===== src/rtl/imem_ctrl_pkg.sv =====
// imem_ctrl_pkg: shared constants for the instruction-memory access controller.
// Rev 1.0 - initial release
`default_nettype none

package imem_ctrl_pkg;

  localparam logic [1:0]  ST_BOOT          = 2'b00;
  localparam logic [1:0]  ST_RUN           = 2'b01;
  localparam logic [31:0] RESET_PC_DEFAULT = 32'h0000_0020;
  localparam int          WORD_COUNT_W     = 16;

  function automatic logic [WORD_COUNT_W-1:0] sat_inc(input logic [WORD_COUNT_W-1:0] v);
    return (&v) ? v : v + 1'b1;
  endfunction

endpackage

`default_nettype wire


===== src/rtl/imem_starve_counter.sv =====
// imem_starve_counter: saturating count of consecutive denied-load cycles.
// Rev 1.0 - initial release
`default_nettype none

module imem_starve_counter #(
  parameter int STARVE_MAX = 4,
  parameter int CNT_W      = 4
) (
  input  logic clk,
  input  logic rst,
  input  logic i_inc,
  input  logic i_clr,
  output logic o_at_max
);

  localparam logic [CNT_W-1:0] c_MAX = CNT_W'(STARVE_MAX);

  logic [CNT_W-1:0] r_cnt;

  always_ff @(posedge clk or negedge rst) begin
    if (!rst) begin
      r_cnt <= '0;
    end else if (i_clr) begin
      r_cnt <= '0;
    end else if (i_inc && (r_cnt != c_MAX)) begin
      r_cnt <= r_cnt + 1'b1;
    end
  end

  assign o_at_max = (r_cnt == c_MAX);

endmodule

`default_nettype wire


===== src/rtl/imem_access_controller.sv =====
// imem_access_controller: boot loader / fetch arbiter for a single-port instruction memory.
// Rev 1.0 - initial release
`default_nettype none

module imem_access_controller
  import imem_ctrl_pkg::*;
#(
  parameter int                ADDR_W     = 32,
  parameter int                DATA_W     = 32,
  parameter logic [ADDR_W-1:0] RESET_PC   = ADDR_W'(RESET_PC_DEFAULT),
  parameter int                STARVE_MAX = 4
) (
  input  logic                    clk,
  input  logic                    rst,
  input  logic                    load_valid,
  output logic                    load_ready,
  input  logic [ADDR_W-1:0]       load_addr,
  input  logic [DATA_W-1:0]       load_data,
  input  logic                    load_done,
  input  logic                    fetch_req,
  input  logic [ADDR_W-1:0]       fetch_addr,
  output logic                    fetch_stall,
  output logic                    fetch_valid,
  output logic [DATA_W-1:0]       fetch_instr,
  output logic                    pc_start_valid,
  output logic [ADDR_W-1:0]       pc_start,
  output logic [ADDR_W-1:0]       mem_addr,
  output logic [DATA_W-1:0]       mem_wdata,
  output logic                    mem_we,
  input  logic [DATA_W-1:0]       mem_rdata,
  output logic [WORD_COUNT_W-1:0] word_count
);

  logic [1:0]              r_state;
  logic                    r_fetch_valid;
  logic [DATA_W-1:0]       r_fetch_instr;
  logic                    r_pc_start_valid;
  logic [ADDR_W-1:0]       r_mem_addr;
  logic [DATA_W-1:0]       r_mem_wdata;
  logic [WORD_COUNT_W-1:0] r_word_count;

  logic w_load_grant;
  logic w_fetch_grant;
  logic w_at_max;
  logic w_boot;

  assign w_boot = (r_state == ST_BOOT);

  // Grants are gated by rst so nothing reaches the memory while reset is held.
  always_comb begin
    w_load_grant  = 1'b0;
    w_fetch_grant = 1'b0;
    if (rst) begin
      if (w_boot) begin
        w_load_grant = load_valid;
      end else if (r_state == ST_RUN) begin
        w_load_grant  = load_valid && (!fetch_req || w_at_max);
        w_fetch_grant = fetch_req && !w_load_grant;
      end
    end
  end

  imem_starve_counter #(
    .STARVE_MAX (STARVE_MAX),
    .CNT_W      (4)
  ) u_starve (
    .clk      (clk),
    .rst      (rst),
    .i_inc    (load_valid && !w_load_grant),
    .i_clr    (!load_valid || w_load_grant),
    .o_at_max (w_at_max)
  );

  always_ff @(posedge clk or negedge rst) begin
    if (!rst) begin
      r_state          <= ST_BOOT;
      r_fetch_valid    <= 1'b0;
      r_fetch_instr    <= '0;
      r_pc_start_valid <= 1'b0;
      r_mem_addr       <= '0;
      r_mem_wdata      <= '0;
      r_word_count     <= '0;
    end else begin
      r_fetch_valid    <= w_fetch_grant;
      r_pc_start_valid <= w_boot && load_done;
      if (w_boot && load_done) begin
        r_state <= ST_RUN;
      end else if (!w_boot && (r_state != ST_RUN)) begin
        r_state <= ST_BOOT;
      end
      if (w_fetch_grant) begin
        r_fetch_instr <= mem_rdata;
        r_mem_addr    <= fetch_addr;
      end
      if (w_load_grant) begin
        r_mem_addr   <= load_addr;
        r_mem_wdata  <= load_data;
        r_word_count <= sat_inc(r_word_count);
      end
    end
  end

  assign load_ready     = w_load_grant;
  assign fetch_stall    = !w_fetch_grant;
  assign mem_we         = w_load_grant;
  assign mem_addr       = w_load_grant ? load_addr : (w_fetch_grant ? fetch_addr : r_mem_addr);
  assign mem_wdata      = w_load_grant ? load_data : r_mem_wdata;
  assign fetch_valid    = r_fetch_valid;
  assign fetch_instr    = r_fetch_instr;
  assign pc_start_valid = r_pc_start_valid;
  assign pc_start       = RESET_PC;
  assign word_count     = r_word_count;

endmodule

`default_nettype wire


===== config.mk =====
export PLATFORM = sky130hd
export DESIGN_NAME = imem_access_controller
export DESIGN_NICKNAME = d
export VERILOG_FILES = /design/src/rtl/imem_ctrl_pkg.sv /design/src/rtl/imem_starve_counter.sv /design/src/rtl/imem_access_controller.sv
export SDC_FILE = /design/constraint.sdc
export NUM_CORES = 1
export LEC_CHECK = 0
export BUFFER_PORTS_ARGS = -buffer_cell sky130_fd_sc_hd__buf_2
export CORE_AREA = 2 2 115 117
export CTS_BUF_LIST = sky130_fd_sc_hd__clkbuf_4
export CTS_CLUSTER_SIZE = 24
export DETAILED_ROUTE_END_ITERATION = 7
export DIE_AREA = 0 0 117 119
export PLACE_DENSITY = 0.76
export SLEW_MARGIN = 10
export SYNTH_ARGS = -nofsm -noshare
export SYNTH_HDL_FRONTEND = slang
export SYNTH_SLANG_ARGS = --single-unit

===== constraint.sdc =====
create_clock -name clk -period 1.9 [get_ports clk]
set_input_delay 0.38 -clock clk [delete_from_list [all_inputs] [get_ports clk]]
set_output_delay 0.38 -clock clk [all_outputs]
set_load 0.005 [all_outputs]

=== Word level (Yosys, flattened, before mapping) ===
Index checks and enable logic that the tools add are counted.

* Bits in registers: 120
* Bits in latches: 0
* Memory bits (writable): 0
* ROM bits: 0
* Input bits: 133
* Output and inout bits: 149
* Memories kept: 0

* $add $sub $neg: 2
* Multipliers: 0
* Divide/modulo/power cells: 0
* Magnitude comparators: 0
* Equality and inequality tests: 4
* Shift operators: 0
* Muxes and demuxes: 13
* Bitwise operators: 1
* Reduce and logical (&&, ||, !) cells: 19

{| class="wikitable"
|+ Operators with widths
! cell !! count
|-
| 2-to-1 mux 32 bit || 3
|-
| adder 16 x 1 -> 16 bit (second input constant) || 1
|-
| AND reduction 16 bit || 1
|-
| 2-to-1 mux 4 bit || 2
|-
| logical AND 1 bit || 6
|-
| logical NOT 1 bit || 6
|-
| 2-to-1 mux 1 bit || 6
|-
| adder 4 x 1 -> 4 bit (second input constant) || 1
|-
| equality test 4 x 3 -> 1 bit (second input constant) || 1
|-
| 2-to-1 mux 2 bit || 2
|-
| inequality test 4 x 3 -> 1 bit (second input constant) || 1
|-
| nonzero test 2 bit || 2
|-
| equality test 2 x 1 -> 1 bit (second input constant) || 1
|-
| logical NOT 2 bit || 1
|-
| logical OR 1 bit || 2
|-
| inequality test 2 x 1 -> 1 bit (second input constant) || 1
|-
| AND reduction 2 bit || 1
|-
| NOT 1 bit || 1
|}

=== Depth between registers and ports, before layout ===
Gate-level depths: netlist of the first run.

* Depth in word-level cells: 11
* Gate-level depth with buffers: 9
* Depth with buffers taken out: 7

=== Cells and area by module ===
A second synthesis of the first run with hierarchy kept.

* Cell total of the unflattened synthesis: 425
* Area total of the unflattened synthesis: 5357.6 µm²

{| class="wikitable"
|+ By module, submodules not included
! module !! times used !! cells each !! area an instance (µm²)
|-
| imem_access_controller || 1 || 401 || 5123.7
|-
| imem_starve_counter || 1 || 24 || 234.0
|}

=== Worst setup path after synthesis of the first run ===
Ideal clock, no wire load.

* Kind: register to output
* Start: register u_starve.r_cnt[0]
* End: output mem_wdata[26]
* Arrival time: 1696 ps
* Path slack: -176 ps
* Cell stages (with the launch flop): 8
* Buffers on the path: 1
* Cell sequence: dfrtp_1 > inv_1 > ha_1 > nand3b_4 > a31o_4 > inv_2 > buf_2 > mux2_1

* Word-level cells in the longest chain between the ends: 7

{| class="wikitable"
|+ RTL lines
! what !! line !! text
|-
| start, declared || imem_starve_counter.sv:18 || <nowiki>logic [CNT_W-1:0] r_cnt;</nowiki>
|-
| start signal, assigned || imem_starve_counter.sv:26 || <nowiki>r_cnt <= r_cnt + 1'b1;</nowiki>
|-
| equality test 4 x 3 -> 1 bit || imem_starve_counter.sv:30 || <nowiki>assign o_at_max = (r_cnt == c_MAX);</nowiki>
|-
| logical OR 1 bit || imem_access_controller.sv:57 || <nowiki>w_load_grant = load_valid && (!fetch_req || w_at_max);</nowiki>
|-
| logical AND 1 bit || imem_access_controller.sv:57 ||
|-
| 2-to-1 mux 1 bit || imem_access_controller.sv:56 || <nowiki>end else if (r_state == ST_RUN) begin</nowiki>
|-
| 2-to-1 mux 1 bit || imem_access_controller.sv:54 || <nowiki>if (w_boot) begin</nowiki>
|-
| 2-to-1 mux 1 bit || imem_access_controller.sv:53 || <nowiki>if (rst) begin</nowiki>
|-
| 2-to-1 mux 32 bit || - ||
|-
| end, declared || imem_access_controller.sv:28 || <nowiki>output logic [DATA_W-1:0] mem_wdata,</nowiki>
|}

No other way between the ends.

=== Worst setup path in the final report of the first run ===
* Start: register u_starve.r_cnt[1]
* End: output mem_addr[25]

* Word-level cells in the longest chain between the ends: 10

{| class="wikitable"
|+ RTL lines
! what !! line !! text
|-
| equality test 4 x 3 -> 1 bit * || imem_starve_counter.sv:30 ||
|-
| logical OR 1 bit * || imem_access_controller.sv:57 ||
|-
| logical AND 1 bit * || imem_access_controller.sv:57 ||
|-
| logical NOT 1 bit || imem_access_controller.sv:58 || <nowiki>w_fetch_grant = fetch_req && !w_load_grant;</nowiki>
|-
| logical AND 1 bit || imem_access_controller.sv:58 ||
|-
| 2-to-1 mux 1 bit || imem_access_controller.sv:56 ||
|-
| 2-to-1 mux 1 bit || imem_access_controller.sv:54 ||
|-
| 2-to-1 mux 1 bit || imem_access_controller.sv:53 ||
|-
| 2-to-1 mux 32 bit || - ||
|-
| 2-to-1 mux 32 bit * || - ||
|-
| end, declared || imem_access_controller.sv:27 || <nowiki>output logic [ADDR_W-1:0] mem_addr,</nowiki>
|}

Mark *: on every way between the ends. The rest lies on a longest branch, timed or not.

==> metrics.cfg, run 1 <==
[drt]
ant_nets=0
drtPass1Iterations=7
wl_um=15300
wl_per_cell_um=16.3
drt_iter0_markers=181
drcViolationCount=0
vias_per_cell=4.71
via_count=4432

[logic_synthesis]
synthFlopType=dfrtp_1
synth_edf_count=0
ys_top_cells_by_area=dfrtp_1 (57%), mux2_2 (7.6%), mux2_1 (6.5%), mux2i_1 (6.1%), buf_4 (5.8%)
yosysWarnings=0
synth_cell_type_count=32
synth.largest_area_cell=dfrtp_1
ys_ff_latch=119
netlist_instances=409
yosysSeqAreaShare_pct=57.2
synth_area_um2=5210
synthArstFlopShare_pct=100
synth_top_cell_area_share_pct=57.2
syn_area_per_cell_um2=12.7

[sta]
whs_ns=0.0534
max_freq_mhz=380
setup_viol=71
maxSlewViolCount=0
setup_ws_ns=-0.731
final.min_clock_period_ns=2.63
finClkSkew_ns=0.0177
hold_violations=0
worst_pin_slew_ns=0.758
timing.final.crit_share_pct=138
rsz0062_at_grt=yes
slew_headroom_pct=49.5

[pwr]
combinationalPowerShare_pct=30.6
p_per_area_nw_per_um2=865
p_leak_nw=4.20
switching_share_pct=28.2
clkPwrFrac_pct=25.2
seq_power_share_pct=44.2
p_int_mw=5.17
vdd_drop_max_v=0.000866
switchingPower_mw=2.04

[cells_and_area]
diodes=0
n_fill_cell=922
layout_common_cells=buf_2 (217), dfrtp_1 (119), buf_4 (66)
drive_gt1_share_pct=63.7
multi_input_area_um2=2370
final_common_cell=buf_2
fin_nets=888
regArea_um2=2980
area_growth_pct=60.1
fin_util_pct=64.8

[clock_network]
clock_path_buffers=2
htree_levels=4
clock-root-buffer=clkbuf_4
clk_latency_ns=0.53
cts_buffers=17
clock_sinks=119
clk_pin_slew_ns=0.12
cts_tree=yes

[global_routing]
grt_pass1_vias=4241
grt_max_degree=61
antenna_found_initial=0
grtUsageTotal_pct=18.2
gr-total-overflow=0
grt_pass1_wl_um=19500

[status]
violations=setup timing
outcome=finished with violations

[floorplan]
start_util_pct=40.5
die_area_um2=13900
die_x_um=117
coreArea_um2=12900
die_y_um=119
io_pins=282
num_rows=42

[place]
hpwl_um=9550
port_buffers=249
place.gp.congestion=0.805

[setup_path]
reg2reg_depth=11
cp-end-kind=output pin
cp_max_fo=8
crit_type=reg2out
critPathLaunchType=register
required_ns=1.52
arrival_ns=2.25
rrSetupSlack_ns=-0.05
r2r_end=r_mem_addr[25]
r2r_start=u_starve.r_cnt[1]

[run]
maxCapViolCount=0

[worst_hold_path]
hold_path_depth=3
min_from=load_addr[18]
min_to=r_mem_addr[18]
min_path_type=in2reg

timing repair:
item | in CTS | in global routing
resized for setup | 24 | 121
endpoints found under the setup margin | 68 | 107
buffers inserted | 5 | 27
pin swaps | 2 | 22
endpoints found under the hold margin | 1 | 0
hold buffers | 1 | 0
cloned | 0 | 12
Yosys cell counts (6+ instances only):
| master | number |
|---|---|
| a21oi_1 | 6 |
| mux2i_1 | 32 |
| nand2_1 | 44 |
| mux2_1 | 30 |
| nand4_1 | 8 |
| o21ai_1 | 9 |
| mux2_2 | 35 |
| buf_4 | 40 |
| nand3_1 | 6 |
| dfrtp_1 | 119 |
| o21ai_0 | 24 |
| nor2_1 | 6 |
| xnor2_1 | 13 |
per-layer routing:
layer	wire (um)	global-route usage (%)	vias to the layer above
li1	-	-	2039
met2	8060	32.7	197
met4	328	6.62	0
met3	1090	5.95	27
met1	5830	19.5	2169
met5	0	0	-
layout make-up:
cell class / instances / share of cell area (%)
repair buffers: 344 / 29.5
multi-input cells: 265 / 28.5
flip-flops and latches: 119 / 35.7
well taps: 176 / 2.64
clock inverters: 14 / 1.67
clock buffers: 18 / 1.62
inverters: 5 / 0.375
critical path, cell delays in order (launching register included):
cell and delay (ns):
dfrtp_1 0.39, inv_2 0.06, ha_4 0.18, nand2_4 0.07, nor2_4 0.05, a21oi_4 0.15, buf_12 0.14, clkbuf_16 0.17
mux2i_2 0.30, o21ai_4 0.08, buf_2 0.13
logic make-up (layout without fill, tap and decap cells):
family	Yosys count	after routing	synth area share, %
buf+inv	55	381	7.49
fa+ha+maj	3	3	0.721
other cells	2	32	0.144
mux	97	97	20.2
flops	119	119	57.2
simple gates	75	75	6.96
compound gates	42	42	4.64
xor+xnor	16	16	2.69
stage by stage:
stage          TNS (ns)  setup slack [ns]  total power [mW]  instance area [um2]  cells
2_1_floorplan    -0.771           -0.0274              3.90                 5380    439
5_1_grt          -55.53            -0.861              7.62                 8340    941
4_1_cts          -49.28            -0.786              6.71                 7340    903
3_5_place_dp      -8.43            -0.168              4.79                 6920    865
3_3_place_gp      -5.16            -0.108              4.71                 6920    865
6_report         -45.66            -0.731              7.21                 8340    941
registers in the layout, summed over array words and instances (netlist names):
register	count
fetch_instr	32
fetch_valid	1
pc_start_valid	1
r_mem_addr	32
r_mem_wdata	32
r_state	1
u_starve.r_cnt	4
word_count	16
power groups by stage:
stage | sequential [mW] | combinational, mW | clock [mW]
after floorplan | 3.18 | 0.721 | 0
after global placement | 3.18 | 1.52 | 0
after detailed placement | 3.21 | 1.58 | 0
after CTS | 3.16 | 1.66 | 1.88
after global routing | 3.23 | 2.39 | 2.00
final | 3.19 | 2.21 | 1.82
how the worst max path moves through the flow:
stage / to / depth (start not counted) / from
4_1_cts: mem_wdata[9] / 8 / u_starve.r_cnt[1]
3_5_place_dp: mem_wdata[5] / 8 / u_starve.r_cnt[1]
3_3_place_gp: mem_wdata[19] / 8 / u_starve.r_cnt[1]
6_report: mem_addr[25] / 10 / u_starve.r_cnt[1]
5_1_grt: mem_addr[9] / 10 / u_starve.r_cnt[0]
2_1_floorplan: mem_wdata[10] / 7 / u_starve.r_cnt[1]
(Power assumes the default switching activity.)
==> inputs of run 2 (changes only) <==
==> constraint.sdc (replaced) <==
create_clock -name clk -period 2.2 [get_ports clk]
set_input_delay 0.44 -clock clk [delete_from_list [all_inputs] [get_ports clk]]
set_output_delay 0.44 -clock clk [all_outputs]
set_load 0.005 [all_outputs]
==> metrics.cfg, run 2 (synthesis gave the netlist of run 1 again) <==
[sta]
rsz0062_at_grt=yes
hold_violations=0  ; unchanged
whs_ns=0.0997  ; +0.0463 ns
worst_pin_slew_ns=0.929  ; +0.171 ns
maxSlewViolCount=0  ; unchanged
setup_ws_ns=-0.588  ; +0.144 ns
finClkSkew_ns=0.00982  ; -0.00792 ns
slew_headroom_pct=38.1  ; -11 points
setup_viol=67  ; -5.6%
timing.final.crit_share_pct=127
max_freq_mhz=359
final.min_clock_period_ns=2.79

[setup_path]
cp-end-kind=output pin
reg2reg_depth=13  ; +2
critPathLaunchType=register
cp_max_fo=5  ; -3
rrSetupSlack_ns=0.06  ; +0.11 ns
required_ns=1.76  ; +0.24 ns
crit_type=reg2out
arrival_ns=2.35  ; +0.10 ns

[global_routing]
gr-total-overflow=0  ; unchanged
grtUsageTotal_pct=21.1  ; +2.9 points
grt_pass1_wl_um=22100  ; +13%
grt_max_degree=75  ; +23%
grt_pass1_vias=4480  ; +5.6%
antenna_found_initial=0  ; unchanged

[cells_and_area]
multi_input_area_um2=2180  ; -8.2%
layout_common_cells=buf_2 (214), dfrtp_1 (119), buf_4 (79)
final_common_cell=buf_2
diodes=0  ; unchanged
area_growth_pct=58.6
n_fill_cell=959  ; +4.0%
regArea_um2=2980  ; unchanged
fin_nets=906  ; +2.0%
drive_gt1_share_pct=60.1  ; -3.6 points

[drt]
vias_per_cell=4.74  ; +0.59%
drt_iter0_markers=249  ; +38%
wl_per_cell_um=16.8  ; +3.1%
drcViolationCount=0  ; unchanged
wl_um=16000  ; +4.8%
drtPass1Iterations=4  ; -3
via_count=4534  ; +2.3%
ant_nets=0  ; unchanged

[pwr]
p_leak_nw=4.18  ; -0.43%
vdd_drop_max_v=0.000437  ; -50%
fin_total_pwr_mw=5.95  ; -17%
p_per_area_nw_per_um2=720  ; -17%

[place]
place.gp.congestion=0.775  ; -3.7%
hpwl_um=9790  ; +2.5%
port_buffers=249  ; unchanged
dpl_worst_slack_ns=-0.209  ; -0.0408 ns

[floorplan]
coreArea_um2=12900  ; unchanged
die_y_um=119  ; unchanged
die_area_um2=13900  ; unchanged
die_x_um=117  ; unchanged
io_pins=282  ; unchanged
num_rows=42  ; unchanged
start_util_pct=40.5  ; unchanged

[clock_network]
htree_levels=4  ; unchanged
clk_pin_slew_ns=0.09  ; -0.03 ns
clock-root-buffer=clkbuf_4
cts_buffers=17  ; unchanged
clock_sinks=119  ; unchanged
clock_path_buffers=2  ; unchanged
cts_tree=yes
clk_latency_ns=0.53  ; about the same

[run]
maxCapViolCount=0  ; unchanged

[worst_hold_path]
min_path_type=in2reg
hold_path_depth=2  ; -1

[status]
violations=setup timing
outcome=finished with violations

==> run 2: cell types whose count changed in the layout (fill, tap and decap cells not counted), moves of 4 or more <==
| cell | before | now |
|---|---|---|
| buf_16 | 0 | 5 |
| buf_4 | 66 | 79 |
| buf_6 | 41 | 49 |
| clkbuf_16 | 9 | 3 |
| clkbuf_4 | 18 | 22 |
| mux2i_1 | 25 | 29 |
| nand2_1 | 30 | 42 |
| nand2_2 | 7 | 2 |
| nand2_4 | 7 | 0 |
| o21ai_1 | 2 | 21 |
| o21ai_2 | 27 | 10 |
==> run 2: layer usage <==
layer | vias to the layer above | wire length [um] | GRT usage, %
li1 | 2071 | - | -
met1 | 2180 | 5890 | 23.4
met2 | 235 | 8390 | 37.4
met3 | 48 | 1270 | 6.97
met4 | 0 | 486 | 6.99
met5 | - | 0 | 0
==> run 2: area by class of cell <==
cell class,count,share of cell area [%]
Sequential cell,119,36.0
Timing Repair Buffer,362,32.1
Multi-Input combinational cell,265,26.4
Tap cell,176,2.66
Clock buffer,22,2.00
Clock inverter,8,0.424
Inverter,5,0.378
==> run 2: final timing paths <==
check	from	to
min in group asynchronous	rst	u_starve.r_cnt[0]
worst min register to register	fetch_instr[27]	fetch_instr[27]
max in group asynchronous	rst	r_mem_addr[1]
worst max-delay path	u_starve.r_cnt[0]	mem_addr[9]
worst max register to register	u_starve.r_cnt[0]	r_mem_addr[31]
worst min-delay path	load_done	r_state[0]
==> run 2: power by group <==
part	internal (mW)	switching [mW]	total [mW]
sequential	2.55	0.196	2.75
combinational	1.21	0.773	1.98
clock	0.473	0.745	1.22
==> run 2: what timing repair did <==
action                                 in CTS  in global routing
setup buffers                              37                 14
pin swaps                                  21                 22
hold buffers                                1                  0
gates resized for setup                   133                 18
setup endpoints to repair                  67                 67
cloned                                      7                  3
endpoints found under the hold margin      15                  0
==> run 2: stage by stage <==
| stage | setup TNS, ns | cells | utilization (%) | instance area [um2] |
|---|---|---|---|---|
| 2_1_floorplan | 0 | 439 | - | 5320 |
| 3_3_place_gp | -2.07 | 867 | 53.3 | 6870 |
| 3_5_place_dp | -6.33 | 867 | 53.3 | 6870 |
| 4_1_cts | -33.96 | 942 | 62.5 | 8040 |
| 5_1_grt | -40.31 | 957 | 64.2 | 8270 |
| 6_report | -31.05 | 957 | 64.2 | 8270 |
==> run 2: worst max-delay path, stage by stage, from the launching register on <==
cell and delay (ns):
dfrtp_1 0.40, inv_2 0.08, ha_4 0.15, nand2_2 0.07, nor2_4 0.13, a21oi_4 0.08
buf_12 0.14, buf_16 0.14, buf_6 0.11, mux2i_1 0.12, o21ai_1 0.22, buf_2 0.16
